File: src/rtl/rx_frame_ctrl.sv
// HDLC receive frame controller: sequences frame start, byte writes, frame end and
// error reporting between the flag/abort/zero-removal front end and the RX byte buffer.
module rx_frame_ctrl #(
    parameter int unsigned FLAG_DELAY  = 8,
    parameter int unsigned MIN_BYTES   = 4,
    parameter int unsigned MAX_BYTES   = 128,
    parameter int unsigned LEN_W       = 8,
    parameter bit          SHARED_FLAG = 1'b1
) (
    input  logic             Clk,
    input  logic             Rst,
    input  logic             NewByte,
    input  logic             FlagDetect,
    input  logic             Abort,
    input  logic             Overflow,
    input  logic             FCSerror,
    output logic             ValidFrame,
    output logic             StartZeroDetect,
    output logic             StartFCS,
    output logic             StopFCS,
    output logic             WriteByte,
    output logic             EoF,
    output logic             AbortedFrame,
    output logic             FrameError,
    output logic [3:0]       ErrorCause,
    output logic [LEN_W-1:0] FrameLength
);

    typedef enum logic [2:0] {
        StIdle,
        StStart,
        StReceive,
        StOverflow,
        StCheck
    } stateT;

    localparam logic [3:0]       DelayEnd = 4'(FLAG_DELAY);
    localparam logic [LEN_W-1:0] MaxCnt   = LEN_W'(MAX_BYTES);

    stateT            state;
    logic [3:0]       delayCnt;
    logic [LEN_W-1:0] byteCnt;

    always_ff @(posedge Clk) begin
        if (Rst) begin
            state           <= StIdle;
            delayCnt        <= 4'd0;
            byteCnt         <= '0;
            StartZeroDetect <= 1'b0;
            WriteByte       <= 1'b0;
            EoF             <= 1'b0;
            AbortedFrame    <= 1'b0;
            ErrorCause      <= 4'b0000;
            FrameLength     <= '0;
        end else begin
            StartZeroDetect <= 1'b0;
            WriteByte       <= 1'b0;
            EoF             <= 1'b0;
            case (state)
                StIdle: begin
                    if (FlagDetect) begin
                        state    <= StStart;
                        delayCnt <= 4'd1;
                    end
                end
                StStart: begin
                    if (Abort) begin
                        state <= StIdle;
                    end else if (FlagDetect) begin
                        // Back-to-back idle flags: the last one opens the frame.
                        delayCnt <= 4'd1;
                    end else if (delayCnt == DelayEnd) begin
                        state           <= StReceive;
                        StartZeroDetect <= 1'b1;
                        ErrorCause      <= 4'b0000;
                        AbortedFrame    <= 1'b0;
                        byteCnt         <= '0;
                    end else begin
                        delayCnt <= delayCnt + 4'd1;
                    end
                end
                StReceive, StOverflow: begin
                    if (Abort) begin
                        AbortedFrame <= 1'b1;
                        state        <= StIdle;
                    end else if (FlagDetect) begin
                        // A byte completing with the flag is the flag itself.
                        ErrorCause[0] <= ~NewByte;
                        state         <= StCheck;
                    end else if (NewByte && state == StReceive) begin
                        if (Overflow || byteCnt == MaxCnt) begin
                            state         <= StOverflow;
                            ErrorCause[3] <= 1'b1;
                        end else begin
                            WriteByte <= 1'b1;
                            byteCnt   <= byteCnt + LEN_W'(1);
                        end
                    end
                end
                StCheck: begin
                    ErrorCause[1] <= FCSerror;
                    ErrorCause[2] <= 32'(byteCnt) < MIN_BYTES;
                    FrameLength   <= byteCnt;
                    EoF           <= 1'b1;
                    delayCnt      <= 4'd1;
                    state         <= SHARED_FLAG ? StStart : StIdle;
                end
                default: state <= StIdle;
            endcase
        end
    end

    assign ValidFrame = (state == StReceive) || (state == StOverflow);
    assign StartFCS   = StartZeroDetect;
    assign StopFCS    = ValidFrame & FlagDetect & ~Abort;
    assign FrameError = |ErrorCause;

endmodule

File: config.mk
export PLATFORM = sky130hd
export DESIGN_NAME = rx_frame_ctrl
export DESIGN_NICKNAME = d
export VERILOG_FILES = /design/src/rtl/rx_frame_ctrl.sv
export SDC_FILE = /design/constraint.sdc
export NUM_CORES = 1
export LEC_CHECK = 0
export ABC_AREA = 1
export CORE_ASPECT_RATIO = 1.4
export CORE_UTILIZATION = 30
export CTS_CLUSTER_DIAMETER = 150
export DETAILED_ROUTE_END_ITERATION = 7
export PLACE_DENSITY = 0.48
export SETUP_SLACK_MARGIN = 0.3
export SYNTH_ARGS = -nofsm -noshare
export SYNTH_HDL_FRONTEND = slang
export SYNTH_SLANG_ARGS = --single-unit
File: constraint.sdc
create_clock -name Clk -period 1.8 [get_ports Clk]
set_clock_uncertainty 0.05 [all_clocks]
set_input_delay 0.36 -clock Clk [delete_from_list [all_inputs] [get_ports Clk]]
set_output_delay 0.36 -clock Clk [all_outputs]
set_load 0.01 [all_outputs]
# [Word-level counts from Yosys, hierarchy flattened]
# Index checks and enable logic that the tools add are counted.
# Widths: inputs -> output; s select.
[op_classes] add_sub_neg=2 reduce_logical=18 n_bitwise=7 n_eq_ne=22 n_lt_le_gt_ge=1 mux=42
[op_table] cell="$mux 8" n=7
[op_table] cell="$mux 4" n=7
[op_table] cell="$mux 3" n=8
[op_table] cell="$ne 2x2->1 const B" n=11
[op_table] cell="$pmux 8 s2" n=1
[op_table] cell="$reduce_and 8->1" n=2
[op_table] cell="$mux 1" n=13
[op_table] cell="$pmux 3 s4" n=1
[op_table] cell="$pmux 4 s3" n=1
[op_table] cell="$reduce_and 5->1" n=2
[op_table] cell="$ne 3x3->1 const B" n=3
[op_table] cell="$add 8x1->8 const B" n=1
[op_table] cell="$eq 8x8->1 const B" n=1
[op_table] cell="$lt 8x3->1 const B" n=1
[op_table] cell="$ne 4x4->1 const B" n=2
[op_table] cell="$reduce_and 4->1" n=2
[op_table] cell="$reduce_or 4->1" n=2
[op_table] cell="$eq 3x2->1 const B" n=2
[op_table] cell="$pmux 1 s2" n=3
[op_table] cell="$reduce_and 6->1" n=1
[op_table] cell="$not 1->1" n=5
[op_table] cell="$reduce_or 5->1" n=1
[op_table] cell="$add 4x1->4 const B" n=1
[op_table] cell="$eq 4x4->1 const B" n=1
[op_table] cell="10 further kinds" n=13
[word_totals] in_bits=7 out_inout_bits=20 word_cells=103 regBits=31

# [Longest topological paths before layout]
# Gate-level depths: netlist (run 1).
[depth] word_depth=7 mapped_depth=12 mapped_depth_nobuf=12

# [Worst setup path after synthesis (run 1)]
# No wires, ideal clock.
[synth_timing] path_type="flip-flop to flip-flop" start="register delayCnt[0]" end="register byteCnt[2]" setup_ns=0.115 t_arrival_ns=1.293 n_path_buf=0 setup_slack_ns=0.342 synth_period_minus_slack_ns=1.458 required_ns=1.635 path_stages_with_launch=12 cell_sequence="dfxtp_1 inv_1 ha_1 nand2_1 nor2_2 nand2_1 nand2_1 nand2_2 nor2_4 nand2_4 a21oi_1 nor2_1"
[synth_between] elab_chain_len=3
[synth_lines] item="start: declaration" line="41" text="logic [3:0] delayCnt;"
[synth_lines] item="start signal: assignment" line="79" text="delayCnt <= delayCnt + 4'd1;"
[synth_lines] item="$eq 4x4->1" line="72" text="end else if (delayCnt == DelayEnd) begin"
[synth_lines] item="$ne 2x2->1 (no source line)"
[synth_lines] item="$reduce_and 8->1 (no source line)"
[synth_lines] item="end signal: assignment" line="96" text="byteCnt <= byteCnt + LEN_W'(1);"
[synth_lines] item="end: declaration" line="42" text="logic [LEN_W-1:0] byteCnt;"
# No other way between the ends.
# A chain may end at the register's enable or synchronous reset.

# [Worst setup path after layout (run 1)]
[layout_timing] start="register ErrorCause[0]" end="output port FrameError"
[layout_between] elab_chain_len=1
[layout_lines] item="start: declaration" line="25" text="output logic [3:0] ErrorCause,"
[layout_lines] item="start signal: assignment" line="88" text="ErrorCause[0] <= ~NewByte;"
[layout_lines] item="$reduce_or 4->1" line="116" text="assign FrameError = |ErrorCause;"
[layout_lines] item="end: declaration" line="24" text="output logic FrameError,"
# No other way between the ends.

==> run_results.csv, run 1 <==
group,metric,value,unit
outcome,status,"finished clean",
place,gp_congestion,0.803,
yosys,synth_nets,231,
global_route,grtUsageTotal,0.174,
floorplan,die_w,63.3,um
worst_setup_path,critical_path_class,"register to output port",
yosys,synthAdderAreaFrac,0.0317,
routing,viasPerCell,4.68,
finish,syn_to_final_growth,62.5,%
sta,timing.fmax,0.599,GHz
sta,period_share,0.927,
global_route,grt.overflow.total,0,
global_route,antenna_found_initial,0,
worst_setup_path,startpoint_type,"register",
power,pwr-share-seq,0.285,
place,numPortBuffers,26,
floorplan,fp-row-count,30,
finish,finish.net_count,301,
sta,period_minus_slack,1.67,ns
worst_setup_path,end_kind,"output port",
power,switching_power,1.02,mW
yosys,ys.flop_type,"dfxtp_1",
finish,multi_input_area,1000,sq um
power,clkPwrFrac,0.258,
sta,worst_slew_pin_slew,0.439,ns
place,pre_cts_slack,-0.249,ns
routing,final_antenna_net_count,0,
routing,drt_wl_total,4540,um
finish,n_antenna_cell,0,
worst_setup_path,crit_required,1.39,ns
worst_setup_path,worstRegToRegCells,10,
yosys,yosys.area.top_type,"dfxtp_1",
cts,clockBufferDepth,2,
yosys,synthXorXnorAreaFrac,0.00555,
yosys,yosys.area_share.simple,0.351,
worst_setup_path,crit_path_end,"FrameError",
floorplan,die_area,5560,sq um
sta,timing.setup.tns,0,ns
floorplan,dieHeight,87.8,um
routing,drt_iter0_markers,81,
cts,clk_pin_slew,0.07,ns
yosys,yosys-top-cells-count,"47 x nand2_1, 31 x dfxtp_1, 23 x a21oi_1",
worst_setup_path,arrival,1.26,ns
yosys,synth_area,1580,sq um
yosys,yosysMostFrequentCell,"nand2_1",
yosys,synth_edf_count,0,
min_path,hold_path.class,"register to register",
power,peakVddDrop,0.564,mV
worst_setup_path,r2r-start,"state[2]",
yosys,ys_ff_latch,31,
global_route,grt_pass1_vias,1547,
yosys,synth_top_area_frac,0.393,
yosys,muxShareOfSynthArea,0,
sta,hold_violations,0,
yosys,ys_types,32,
routing,drtPass1Iterations,4,
worst_setup_path,rr_endpoint,"byteCnt[0]",
yosys,synthCells,220,
job,maxCapViolations,0,
power,p_int,1.80,mW
place,dpl.hpwl,3130,um
yosys,async_flop_share,0,
finish,fill_cells,479,
worst_setup_path,r2r_slack,0.23,ns
sta,setup_ws,0.131,ns
floorplan,ios,27,
yosys,yosysSeqAreaShare,0.393,
power,power_density,1100,nW/um^2
global_route,grt_pass1_wl,7400,um
yosys,syn_area_per_cell,7.18,sq um
worst_setup_path,worstSetupStartpoint,"ErrorCause[0]",
cts,cts_tree,"yes",
global_route,grt_max_degree,17,
worst_setup_path,critPathMaxFanout,2,
power,power_leakage,1.17,nW
sta,maxSlewHeadroom,0.707,
routing,vias,1663,
power,power_switching_share,0.362,
routing,drc,0,
cts,clk_latency,0.29,ns
yosys,ys_warn_count,0,
yosys,synth_compound_area_frac,0.132,
sta,slew_viol_final,0,
floorplan,core,4950,sq um
yosys,synthTopCellsByArea,"dfxtp_1 39%, nand2_1 11%, a21oi_1 7.3%",
finish,regArea,642,sq um
cts,cts_buffers,5,
floorplan,start_util,0.319,
finish,final_util,0.518,
finish,drive_gt1_frac,0.419,
sta,grt_setup_unrepaired,"yes",
yosys,synth_top_family_by_area,"simple AND/OR/NAND/NOR gates",
cts,cts_root_buf,"clkbuf_8",
cts,cts_sinks,31,
routing,wl_per_cell,12.8,um
power,combinationalPowerShare,0.458,
cts,cts_max_level,2,
sta,setup_viol,0,
what timing repair did:
item | 4_1_cts | 5_1_grt
gates cloned | 0 | 0
setup endpoints to repair | 35 | 31
hold buffers | 0 | 0
resized for setup | 61 | 55
buffers inserted | 13 | 12
pin swaps | 13 | 23
through the flow:
| stage | cell area [sq um] | instances | hold WS [ns] | power [mW] |
|---|---|---|---|---|
| 5_1_grt | 2570 | 355 | 0.432 | 2.99 |
| 6_report | 2570 | 355 | 0.420 | 2.82 |
| 3_5_place_dp | 2020 | 322 | 0.428 | 1.67 |
| 4_1_cts | 2310 | 343 | 0.438 | 2.60 |
| 3_3_place_gp | 2020 | 322 | 0.422 | 1.67 |
| 2_1_floorplan | 1580 | 220 | 0.388 | 1.32 |
routing by layer:
layer  routed length [um]  vias to the layer above  share of wire  track usage
met5                    0                        -              0            0
met3                  121                        5          0.027       0.0352
met4                   55                        0          0.012       0.0496
met1                 1880                      771           0.41        0.190
li1                     -                      861              -            -
met2                 2490                       26           0.55        0.335
logic make-up (layout without fill, tap and decap cells):
family | Yosys count | after routing
AO/OA/AOI/OAI | 40 | 40
XOR/XNOR | 1 | 1
adder cells (fa/ha/maj) | 4 | 4
buffers and inverters | 34 | 105
flip-flops | 31 | 31
AND/OR/NAND/NOR | 110 | 110
worst max-delay path, stage by stage (launching register included):
cell and delay [ns]:
dfxtp_2 0.32, or4_1 0.50, buf_2 0.16
placed cells by master, fill, tap and decap left out, types with 2 or more instances in the layout:
master           instances
clkdlybuf4s50_1          4
nand2_1                 36
buf_2                    3
nor2_1                  13
o21ai_2                  2
nor3b_1                  2
dfxtp_4                  3
inv_1                   13
inv_2                   10
nand2_2                  8
nand3_1                 18
a21oi_2                  4
o21ai_0                  9
ha_4                     2
inv_4                    5
nor3_1                   4
dfxtp_1                 20
dfxtp_2                  8
buf_6                   10
o21ai_1                  3
nand2_4                  6
nor2_2                   4
nand4_1                  3
ha_1                     2
a21oi_1                 19
nand3_2                  5
buf_4                   30
nor2_4                   4
dlygate4sd2_1           18
clkbuf_8                 6
worst min-delay path by stage:
stage / startpoint / end / slack (ns) / cells after the start
global route: ErrorCause[1] / ErrorCause[1] / 0.43 / 2
finish: ErrorCause[1] / ErrorCause[1] / 0.42 / 2
CTS: ErrorCause[1] / ErrorCause[1] / 0.44 / 2
floorplan: FlagDetect / WriteByte / 0.39 / 1
detailed placement: ErrorCause[1] / ErrorCause[1] / 0.43 / 2
global placement: ErrorCause[1] / ErrorCause[1] / 0.42 / 2
power by group through the flow:
stage               Sequential [mW]  Clock, mW  Combinational, mW
finish                        0.803      0.727               1.29
global route                  0.810      0.776               1.40
CTS                           0.803      0.744               1.06
detailed placement            0.813          0              0.855
global placement              0.813          0              0.853
floorplan                     0.818          0              0.505
flip-flops by register name, indices dropped and copies added (netlist names):
signal        count
StartFCS          1
EoF               1
state             3
AbortedFrame      1
delayCnt          4
ErrorCause        4
byteCnt           8
WriteByte         1
FrameLength       8
final cells by class:
| class | instances | area share |
|---|---|---|
| clock buffer | 6 | 0.0322 |
| clock inverter | 2 | 0.0137 |
| tap | 64 | 0.0312 |
| inverter | 29 | 0.0492 |
| sequential | 31 | 0.250 |
| multi-input combinational | 155 | 0.391 |
| timing repair buffer | 68 | 0.233 |
Power figures use the tool's default switching activity.
==> run 2, diff against run 1 <==
--- a/config.mk
+++ b/config.mk
@@ -6,6 +6,7 @@
 export NUM_CORES = 1
 export LEC_CHECK = 0
 export ABC_AREA = 1
+export ABC_CLOCK_PERIOD_IN_PS = 1800
 export CORE_ASPECT_RATIO = 1.4
 export CORE_UTILIZATION = 30
 export CTS_CLUSTER_DIAMETER = 150
==> constraint.sdc (replaced) <==
create_clock -name Clk -period 1.8 [get_ports Clk]
set_clock_uncertainty 0.05 [all_clocks]
set_input_delay 0.36 -clock Clk [delete_from_list [all_inputs] [get_ports Clk]]
set_output_delay 0.36 -clock Clk [all_outputs]
set_load 0.1 [all_outputs]
==> run_results.csv, run 2 (synthesized netlist as in run 1, its figures left out) <==
group,metric,value,unit
outcome,status,"finished clean",
global_route,grt_pass1_vias,1609,
worst_setup_path,crit_required,1.39,ns
power,power_density,1170,nW/um^2
sta,timing.fmax,0.572,GHz
worst_setup_path,critical_path_class,"register to output port",
cts,clk_pin_slew,0.07,ns
routing,drc,0,
power,power_leakage,1.10,nW
global_route,grt_max_degree,17,
cts,cts_tree,"yes",
min_path,hold_path.class,"input pin to register",
cts,cts_buffers,5,
global_route,grt.overflow.total,0,
routing,wl_per_cell,13.4,um
routing,vias,1659,
cts,cts_root_buf,"clkbuf_8",
routing,final_antenna_net_count,0,
routing,viasPerCell,4.75,
sta,setup_viol,0,
sta,maxSlewHeadroom,0.709,
floorplan,die_w,63.3,um
finish,final_util,0.555,
sta,slew_viol_final,0,
sta,grt_setup_unrepaired,"yes",
floorplan,fp-row-count,30,
finish,drive_gt1_frac,0.446,
worst_setup_path,critPathBufInv,1,
finish,n_antenna_cell,0,
finish,syn_to_final_growth,74.2,%
worst_setup_path,end_kind,"output port",
cts,cts_sinks,31,
place,dpl.hpwl,3250,um
routing,drt_iter0_markers,50,
worst_setup_path,cpMaxStageDelayCell,"or4_4",
worst_setup_path,arrival,1.34,ns
finish,multi_input_area,1000,sq um
finish,mostFrequentLayoutCell,"nand2_1",
place,numPortBuffers,26,
floorplan,die_area,5560,sq um
cts,hold_buffers,0,
cts,clk_latency,0.29,ns
cts,clockBufferDepth,2,
worst_setup_path,cpLargestDelayFamily,"simple AND/OR/NAND/NOR gates",
floorplan,ios,27,
global_route,grt_pass1_wl,7500,um
routing,drt_wl_total,4660,um
cts,cts_max_level,2,
worst_setup_path,cpPeakStageDelay,0.54,ns
place,gp_congestion,0.806,
routing,drtPass1Iterations,4,
sta,timing.setup.tns,0,ns
worst_setup_path,critPathMaxFanout,2,
global_route,grtUsageTotal,0.178,
sta,period_minus_slack,1.75,ns
floorplan,dieHeight,87.8,um
global_route,antenna_found_initial,0,
sta,period_share,0.971,
finish,top_regs,"FrameLength: 8 flops, byteCnt: 8 flops",
finish,mostFrequentLayoutCells,"36 x nand2_1, 29 x buf_4, 23 x buf_12",
power,peakVddDrop,0.565,mV
job,maxCapViolations,0,
finish,fill_cells,473,
worst_setup_path,path_cells,"or4_4 > buf_12",
worst_setup_path,startpoint_type,"register",
sta,worst_slew_pin_slew,0.436,ns
finish,regArea,647,sq um
finish,finish.net_count,295,
floorplan,start_util,0.319,
floorplan,core,4950,sq um
sta,hold_violations,0,
[run 2: cell count changes in the layout (fill, tap and decap cells not counted), sizes merged]
| cell | previous run | this run |
|---|---|---|
| buf | 45 | 55 |
| clkinvlp | 0 | 1 |
| nand2 | 51 | 52 |
| inv | 28 | 27 |
| dlygate4sd2 | 18 | 2 |
| dlymetal6s2s | 1 | 0 |
[run 2: per-stage QoR]
stage | setup WS, ns | hold slack [ns] | power (mW) | instance area (sq um) | cells
floorplan | 0.140 | 0.388 | 1.65 | 1640 | 220
global placement | -0.0854 | 0.434 | 2.07 | 2270 | 319
detailed placement | -0.113 | 0.423 | 2.06 | 2270 | 319
CTS | 0.0464 | 0.370 | 2.92 | 2520 | 339
global route | 0.0200 | 0.430 | 3.38 | 2750 | 349
finish | 0.0529 | 0.392 | 3.21 | 2750 | 349
[run 2: worst register-to-register path, cell delays in order (launching register included)]
cell and delay, ns:
dfxtp_2 0.33, inv_2 0.07, ha_4 0.12, nand2_2 0.06
nor2_4 0.11, nand2_1 0.06, nand2_1 0.07, nand2_2 0.09
nor2_4 0.21, nand2_8 0.12, o21ai_2 0.12, nor2_1 0.05
[run 2: path summary, 6_finish.rpt]
path | endpoint | depth (start not counted) | start | slack, ns
worst max-delay path | FrameError | 2 | ErrorCause[1] | 0.05
worst min-delay path | WriteByte | 2 | FlagDetect | 0.39
worst max register to register | byteCnt[0] | 11 | delayCnt[0] | 0.24
worst min register to register | ErrorCause[3] | 2 | ErrorCause[3] | 0.45
[run 2: metal layers]
metal | routed length [um] | global-route usage
met5 | 0 | 0
met4 | 165 | 0.0868
met3 | 160 | 0.0339
met2 | 2500 | 0.338
met1 | 1840 | 0.186
[run 2: repair_timing]
item                                    CTS  global route
gates resized for setup                  18            37
endpoints found under the setup margin   14            20
buffers inserted                         11            10
pin swaps                                13            17
gates cloned                              1             0
[run 2: report_power, final]
| group | internal, mW | switching [mW] |
|---|---|---|
| registers | 0.756 | 0.0787 |
| clock network | 0.448 | 0.282 |
| logic | 0.675 | 0.966 |
| total | 1.88 | 1.33 |
[run 2: final cells by class]
cell class | count | area share
Tap cell | 64 | 0.0291
Timing Repair Buffer | 61 | 0.280
Clock inverter | 2 | 0.0127
Multi-Input combinational cell | 156 | 0.363
Sequential cell | 31 | 0.235
Clock buffer | 6 | 0.0300
Inverter | 29 | 0.0500
